<file path="config.mk">
export PLATFORM = sky130hd
export DESIGN_NAME = vector_mul_sched
export DESIGN_NICKNAME = d
export VERILOG_FILES = /design/src/rtl/vector_mul_pkg.sv /design/src/rtl/vector_mul_res_fifo.sv /design/src/rtl/vector_mul_simple.sv /design/src/rtl/vector_mul_sched.sv
export SDC_FILE = /design/constraint.sdc
export NUM_CORES = 2
export LEC_CHECK = 0
export BUFFER_PORTS_ARGS = -buffer_cell sky130_fd_sc_hd__buf_2
export CORE_MARGIN = 4
export CORE_UTILIZATION = 64
export DETAILED_ROUTE_END_ITERATION = 16
export GPL_TIMING_DRIVEN = 0
export PLACE_DENSITY = 0.95
export SKIP_CTS_REPAIR_TIMING = 1
export SYNTH_ARGS = -nofsm -noshare
export SYNTH_HDL_FRONTEND = slang
export SYNTH_SLANG_ARGS = --single-unit
</file>
<file path="constraint.sdc">
create_clock -name clk_i -period 8.45 [get_ports clk_i]
set_input_delay 1.69 -clock clk_i [delete_from_list [all_inputs] [get_ports clk_i]]
set_output_delay 1.69 -clock clk_i [all_outputs]
set_load 0.02 [all_outputs]
</file>
<file path="src/rtl/vector_mul_pkg.sv">
// Shared types and constants for the shared-multiplier scheduler and its datapath.
// No logic of its own; latency figures here are consumed by the importing modules.
// Payload id field is sized for up to 2**MAX_ID_W requesters.
package vector_mul_pkg;

    localparam int MUL_LAT  = 2;
    localparam int MAX_ID_W = 8;

    function automatic int id_width(input int n);
        return (n > 1) ? $clog2(n) : 1;
    endfunction

    typedef struct packed {
        logic [MAX_ID_W-1:0] id;
        logic [63:0]         result;
    } rsp_entry_t;

endpackage

</file>
<file path="src/rtl/vector_mul_res_fifo.sv">
// Show-ahead result FIFO holding tagged products.
// Latency 1 cycle push-to-head; no push->pop bypass.
// Backpressure: head held stable until pop_rdy; pushes while full are dropped.
module vector_mul_res_fifo
    import vector_mul_pkg::*;
#(
    parameter int DEPTH = 4
) (
    input  logic       clk,
    input  logic       rst_n,
    input  logic       push_vld,
    input  rsp_entry_t push_dat,
    input  logic       pop_rdy,
    output logic       head_vld,
    output rsp_entry_t head_dat,
    output logic       full
);

    localparam int PTR_W = (DEPTH > 1) ? $clog2(DEPTH) : 1;
    localparam int CNT_W = $clog2(DEPTH + 1);

    rsp_entry_t       mem [DEPTH];
    logic [PTR_W-1:0] wr_ptr;
    logic [PTR_W-1:0] rd_ptr;
    logic [CNT_W-1:0] count;
    logic             do_push;
    logic             do_pop;

    assign head_vld = (count != '0);
    assign full     = (count == CNT_W'(DEPTH));
    assign do_push  = push_vld && !full;
    assign do_pop   = pop_rdy && head_vld;
    assign head_dat = mem[rd_ptr];

    function automatic logic [PTR_W-1:0] wrap_inc(input logic [PTR_W-1:0] p);
        return (p == PTR_W'(DEPTH - 1)) ? '0 : p + PTR_W'(1);
    endfunction

    always_ff @(posedge clk or negedge rst_n) begin
        if (!rst_n) begin
            wr_ptr <= '0;
            rd_ptr <= '0;
            count  <= '0;
        end else begin
            if (do_push) wr_ptr <= wrap_inc(wr_ptr);
            if (do_pop)  rd_ptr <= wrap_inc(rd_ptr);
            case ({do_push, do_pop})
                2'b10:   count <= count + CNT_W'(1);
                2'b01:   count <= count - CNT_W'(1);
                default: count <= count;
            endcase
        end
    end

    always_ff @(posedge clk) begin
        if (do_push) mem[wr_ptr] <= push_dat;
    end

endmodule

</file>
<file path="src/rtl/vector_mul_simple.sv">
// 32x32 signed multiplier, fully pipelined.
// Latency 2 cycles from in_valid_i to out_valid_o.
// No backpressure: one op per cycle accepted, results must be consumed on arrival.
module vector_mul_simple (
    input  logic        clk_i,
    input  logic        rst_ni,
    input  logic        in_valid_i,
    input  logic [31:0] in_a_i,
    input  logic [31:0] in_b_i,
    output logic        out_valid_o,
    output logic [63:0] out_result_o
);

    logic        s1_vld;
    logic [63:0] s1_a;
    logic [63:0] s1_b;

    // Operands are sign-extended up front so the low 64 bits of an unsigned
    // product equal the signed product.
    always_ff @(posedge clk_i or negedge rst_ni) begin
        if (!rst_ni) begin
            s1_vld       <= 1'b0;
            s1_a         <= '0;
            s1_b         <= '0;
            out_valid_o  <= 1'b0;
            out_result_o <= '0;
        end else begin
            s1_vld       <= in_valid_i;
            s1_a         <= {{32{in_a_i[31]}}, in_a_i};
            s1_b         <= {{32{in_b_i[31]}}, in_b_i};
            out_valid_o  <= s1_vld;
            out_result_o <= s1_a * s1_b;
        end
    end

endmodule

</file>
<file path="src/rtl/vector_mul_sched.sv">
// Round-robin scheduler sharing one multiplier among NUM_REQ requesters, tagged in-order responses.
// Latency MUL_LAT+1 cycles from request transfer to rsp_valid_o.
// Backpressure: credits (ops in flight + buffered) gate grants; rsp_ready_i low eventually stalls issue.
module vector_mul_sched #(
    parameter  int NUM_REQ    = 4,
    parameter  int FIFO_DEPTH = 4,
    parameter  int MUL_LAT    = vector_mul_pkg::MUL_LAT,
    localparam int ID_W       = vector_mul_pkg::id_width(NUM_REQ)
) (
    input  logic                  clk_i,
    input  logic                  rst_ni,
    input  logic [NUM_REQ-1:0]    req_valid_i,
    output logic [NUM_REQ-1:0]    req_ready_o,
    input  logic [NUM_REQ*32-1:0] req_a_i,
    input  logic [NUM_REQ*32-1:0] req_b_i,
    output logic                  rsp_valid_o,
    input  logic                  rsp_ready_i,
    output logic [ID_W-1:0]       rsp_id_o,
    output logic [63:0]           rsp_result_o,
    output logic                  busy_o
);
    import vector_mul_pkg::*;

    localparam int CNT_W = $clog2(FIFO_DEPTH + 1);

    logic             run;
    logic [CNT_W-1:0] cnt;
    logic [ID_W-1:0]  ptr;
    logic [ID_W-1:0]  win;
    logic [ID_W-1:0]  cand;
    logic             found;
    logic             issue;
    logic             pop;
    logic [31:0]      mul_a;
    logic [31:0]      mul_b;
    logic             mul_vld;
    logic [63:0]      mul_res;
    logic [MUL_LAT-1:0] pipe_vld;
    logic [ID_W-1:0]  pipe_id [MUL_LAT];
    rsp_entry_t       push_dat;
    rsp_entry_t       head_dat;
    logic             head_vld;
    logic             fifo_full;

    // Scan starts just after the last winner, so requester NUM_REQ-1 after reset means 0 goes first.
    always_comb begin
        found = 1'b0;
        win   = '0;
        cand  = '0;
        for (int k = 1; k <= NUM_REQ; k++) begin
            cand = ID_W'((int'(ptr) + k) % NUM_REQ);
            if (!found && req_valid_i[cand]) begin
                found = 1'b1;
                win   = cand;
            end
        end
    end

    // run keeps grants off while reset is held and for the first cycle after release.
    assign issue       = run && found && (cnt < CNT_W'(FIFO_DEPTH));
    assign req_ready_o = issue ? (NUM_REQ'(1) << win) : '0;
    assign mul_a       = req_a_i[32*win +: 32];
    assign mul_b       = req_b_i[32*win +: 32];
    assign pop         = head_vld && rsp_ready_i;
    assign busy_o      = (cnt != '0);

    always_ff @(posedge clk_i or negedge rst_ni) begin
        if (!rst_ni) begin
            run <= 1'b0;
            cnt <= '0;
            ptr <= ID_W'(NUM_REQ - 1);
        end else begin
            run <= 1'b1;
            if (issue) ptr <= win;
            case ({issue, pop})
                2'b10:   cnt <= cnt + CNT_W'(1);
                2'b01:   cnt <= cnt - CNT_W'(1);
                default: cnt <= cnt;
            endcase
        end
    end

    always_ff @(posedge clk_i or negedge rst_ni) begin
        if (!rst_ni) begin
            pipe_vld <= '0;
            for (int i = 0; i < MUL_LAT; i++) pipe_id[i] <= '0;
        end else begin
            pipe_vld[0] <= issue;
            pipe_id[0]  <= win;
            for (int i = 1; i < MUL_LAT; i++) begin
                pipe_vld[i] <= pipe_vld[i-1];
                pipe_id[i]  <= pipe_id[i-1];
            end
        end
    end

    vector_mul_simple u_mul (
        .clk_i        (clk_i),
        .rst_ni       (rst_ni),
        .in_valid_i   (issue),
        .in_a_i       (mul_a),
        .in_b_i       (mul_b),
        .out_valid_o  (mul_vld),
        .out_result_o (mul_res)
    );

    assign push_dat = '{id: MAX_ID_W'(pipe_id[MUL_LAT-1]), result: mul_res};

    vector_mul_res_fifo #(.DEPTH(FIFO_DEPTH)) u_fifo (
        .clk      (clk_i),
        .rst_n    (rst_ni),
        .push_vld (mul_vld),
        .push_dat (push_dat),
        .pop_rdy  (rsp_ready_i),
        .head_vld (head_vld),
        .head_dat (head_dat),
        .full     (fifo_full)
    );

    assign rsp_valid_o  = head_vld;
    assign rsp_id_o     = head_vld ? head_dat.id[ID_W-1:0] : '0;
    assign rsp_result_o = head_vld ? head_dat.result : '0;

    a_tail_aligned: assert property (@(posedge clk_i) disable iff (!rst_ni)
        mul_vld == pipe_vld[MUL_LAT-1]);
    a_no_overflow: assert property (@(posedge clk_i) disable iff (!rst_ni)
        !(mul_vld && fifo_full));
    a_id_in_range: assert property (@(posedge clk_i) disable iff (!rst_ni)
        head_vld |-> ((head_dat.id >> ID_W) == '0));

endmodule

</file>
==> flow_summary.json <==
{
  "run_status": "finished with violations",
  "violations": "negative setup slack",
  "final_util": 0.712,
  "setup_viol": 12,
  "die_h_um": 293,
  "critical-path-top-delay-family": "adder cells",
  "crit_chain": "buf_2, and2_1, fa_1, inv_1, fa_1, fa_1, inv_1, fa_1, fa_1, fa_1, fa_1, fa_1, ha_1, a21o_1, a21o_1, a211oi_4, o21ai_1, o2bb2ai_1, or2_1, o21ai_4, o21ai_2, a221oi_2, xnor2_2",
  "relSlewSlack": 0.0435,
  "cts_max_level": 2,
  "grt_max_degree": 77,
  "rows": 104,
  "syn_inst": 4866,
  "clock_skew_ns": 0.0469,
  "wl_mm": 204,
  "cpMostUsedCell": "fa_1",
  "clkLatencyLatePin_ns": 0.62,
  "gp_congestion": 1.11,
  "fmax_mhz": 112,
  "coreArea_um2": 80500,
  "drc": 0,
  "crit_path_start_kind": "register",
  "period_needed_ns": 8.95,
  "initial_core_util": 0.647,
  "cp.required_ns": 8.87,
  "hold_viol": 0,
  "cts-buffers-inserted": 40,
  "dr.pass1.iters": 9,
  "worst_slack_ns": -0.496,
  "synth_area_um2": 52100,
  "synth-seq-area-share": 0.223,
  "drtIter0Drc": 5104,
  "critPathMaxStageDelay_ns": 0.59,
  "end_kind": "register",
  "cts_root_buf": "clkbuf_16",
  "period_share": 1.06,
  "syn_avg_cell_area_um2": 10.7,
  "crit_type": "reg -> reg",
  "portBuffers": 334,
  "ys_types": 67,
  "critPathSlowestCell": "dfrtp_1",
  "crit_buf_inv": 3,
  "grt_usage": 0.473,
  "worst_pin_slew_ns": 1.43,
  "dp_hpwl_mm": 156,
  "synth_edf_count": 264,
  "yosysTopAreaCell": "fa_1",
  "hold_class": "reg -> reg",
  "grt_use_met3": 0.178,
  "avgViaCountPerCell": 6.33,
  "grt_pass1_wl_mm": 289,
  "ys_warn_count": 0,
  "path_max_fanout": 10,
  "drive_above_1_share": 0.136,
  "via_count": 40500,
  "cts_buffer_depth": 3,
  "synthTopCellsByArea": "fa_1, edfxtp_1, and2_1, inv_1, dfrtp_1",
  "antenna_found_initial": 21,
  "rsz0062_at_grt": "yes",
  "cap_violations": 0,
  "report.final.slew_viol_count": 0,
  "critPathLaunch": "u_mul.s1_a[9]",
  "grt-ovfl-total": 0,
  "hold_path.startpoint": "pipe_id[3]",
  "clkTransAtPathRegs_ns": 0.07,
  "ys.flop_type": "edfxtp_1",
  "io_pins": 335,
  "ant_nets": 0,
  "cp.arrival_ns": 9.37,
  "die-area_um2": 86000,
  "gr-usage-met1": 0.590,
  "grt_use_met2": 0.711,
  "clock-sinks": 411,
  "r2r_start": "u_mul.s1_a[9]",
  "busiest_layer": "met2",
  "ys_async_sr_fraction": 0.358,
  "ys_ff_latch": 411,
  "area_growth_pct": 10.0,
  "synth_top_area_frac": 0.417,
  "die_x_um": 293,
  "wire_per_inst_um": 31.9,
  "syn_nets": 6404,
  "cts_tree": "done",
  "final_nets": 6799,
  "grt_pass1_vias": 43200
}
-- synth_stat cells, types with 2 or more instances --
library cell  instances
nor2_1               58
buf_1                11
o21ai_0              35
clkbuf_1            254
o21ai_1               2
nor4_1                2
a211o_1               2
o21a_1                6
inv_1               990
or4_1                 2
a2bb2oi_1             2
nor2b_1               4
fa_1               1084
nand2b_1             16
nand3_1              11
xnor2_1              55
ha_1                191
a211oi_1             69
buf_4                 3
a21o_1               28
a21oi_1              65
edfxtp_1            264
o21ai_2               2
nor3_1                7
mux2i_1               2
nand4_1              11
dfrtp_1             145
xor2_1               25
o211ai_1              4
buf_2                 3
mux4_2               66
a21boi_0              3
nor3b_1               3
and2_1              654
a31oi_1              79
nand2_1             649
nand3_2               2
a21oi_2               2
o31ai_1               2
dfstp_2               2
o21bai_1             13
and3_1                8
or3_1                 6
-- area by class of cell --
cell class / count / area [um2]
inverters: 991 / 3720
clock buffers: 58 / 1160
well taps: 1060 / 1330
repair buffers: 356 / 1940
fillers: 5571 / 23200
clock inverters: 15 / 195
flip-flops and latches: 411 / 11600
multi-input cells: 3193 / 35900
diodes: 37 / 92.6
plain buffers: 268 / 1330
-- placed cells by master, fill, tap and decap left out, types with 7 or more instances in the layout --
cell type | synthesis | final
fa_2 | 0 | 8
a21o_1 | 28 | 28
nand2_1 | 649 | 649
fa_1 | 1084 | 1076
clkbuf_16 | 0 | 41
clkbuf_4 | 0 | 35
dfrtp_1 | 145 | 128
nand4_1 | 11 | 11
nand2b_1 | 16 | 16
a31oi_1 | 79 | 77
dfrtp_2 | 0 | 17
clkbuf_1 | 254 | 106
buf_4 | 3 | 27
nand3_1 | 11 | 10
clkbuf_8 | 0 | 7
edfxtp_1 | 264 | 264
inv_1 | 990 | 989
buf_2 | 3 | 360
xnor2_1 | 55 | 54
mux4_2 | 66 | 66
and2_1 | 654 | 650
o21ai_0 | 35 | 31
xor2_1 | 25 | 25
a211oi_1 | 69 | 68
buf_1 | 11 | 11
ha_1 | 191 | 188
a21oi_1 | 65 | 62
clkbuf_2 | 0 | 88
o21bai_1 | 13 | 13
and3_1 | 8 | 7
diode_2 | 0 | 37
nor2_1 | 58 | 55
-- state kept, by name (all words and copies together) (netlist names), 2 cells and up --
name                count
cnt                     3
u_mul.s1_a             32
u_fifo.wr_ptr           2
u_fifo.count            3
u_mul.out_result_o     64
u_fifo.rd_ptr           2
pipe_id                 4
u_mul.s1_b             32
u_fifo.mem            264
ptr                     2
-- kinds of logic after synthesis --
kind of cell | after synthesis | share of synthesized area
AND/OR/NAND/NOR | 1439 | 0.139
other | 1 | 0.0000720
adder cells (fa/ha/maj) | 1275 | 0.463
XOR/XNOR | 80 | 0.0135
flip-flops | 411 | 0.223
multiplexers | 69 | 0.0291
AO/OA/AOI/OAI | 329 | 0.0418
buffers and inverters | 1262 | 0.0912
-- final timing paths --
| path | slack (ns) | endpoint | cells past startpoint |
|---|---|---|---|
| setup / recovery | -0.50 | u_mul.out_result_o[63] | 23 |
| hold / removal | 0.37 | pipe_id[1] | 0 |
| setup reg to reg | -0.50 | u_mul.out_result_o[63] | 23 |
| hold reg to reg | 0.37 | pipe_id[1] | 0 |
| max in group asynchronous | 6.42 | u_mul.out_result_o[19] | 2 |
| min in group asynchronous | 1.05 | u_mul.s1_b[24] | 1 |
-- metal layers --
layer,vias up,wire (um)
li1,15500,-
met5,-,117
met1,20100,67300
met2,3723,87900
met3,1062,30200
met4,10,18100
-- worst reg2reg max path, cell delays in order, from the launching register on --
cell and delay (ns):
dfrtp_1 0.59, buf_2 0.55, and2_1 0.24, fa_1 0.41, inv_1 0.08, fa_1 0.45
fa_1 0.55, inv_1 0.05, fa_1 0.42, fa_1 0.48, fa_1 0.47, fa_1 0.55
fa_1 0.53, ha_1 0.46, a21o_1 0.34, a21o_1 0.27, a211oi_4 0.43, o21ai_1 0.22
o2bb2ai_1 0.30, or2_1 0.34, o21ai_4 0.29, o21ai_2 0.15, a221oi_2 0.36, xnor2_2 0.21
-- per-stage QoR --
stage	worst slack [ns]	TNS (ns)	area, um2	hold slack (ns)	cells
after global placement	-1.63	-13.90	55100	0.332	6260
after floorplan	0.782	0	52100	0.331	4866
final	-0.496	-1.79	57300	0.366	6389
after global routing	-0.428	-1.69	57200	0.362	6361
after CTS	-1.87	-20.48	56600	0.354	6338
after detailed placement	-1.74	-16.43	55200	0.336	6265
Power is left out: the tool's default activity adds up to more than one toggle a clock period on the data nets, which glitch-free logic cannot reach.
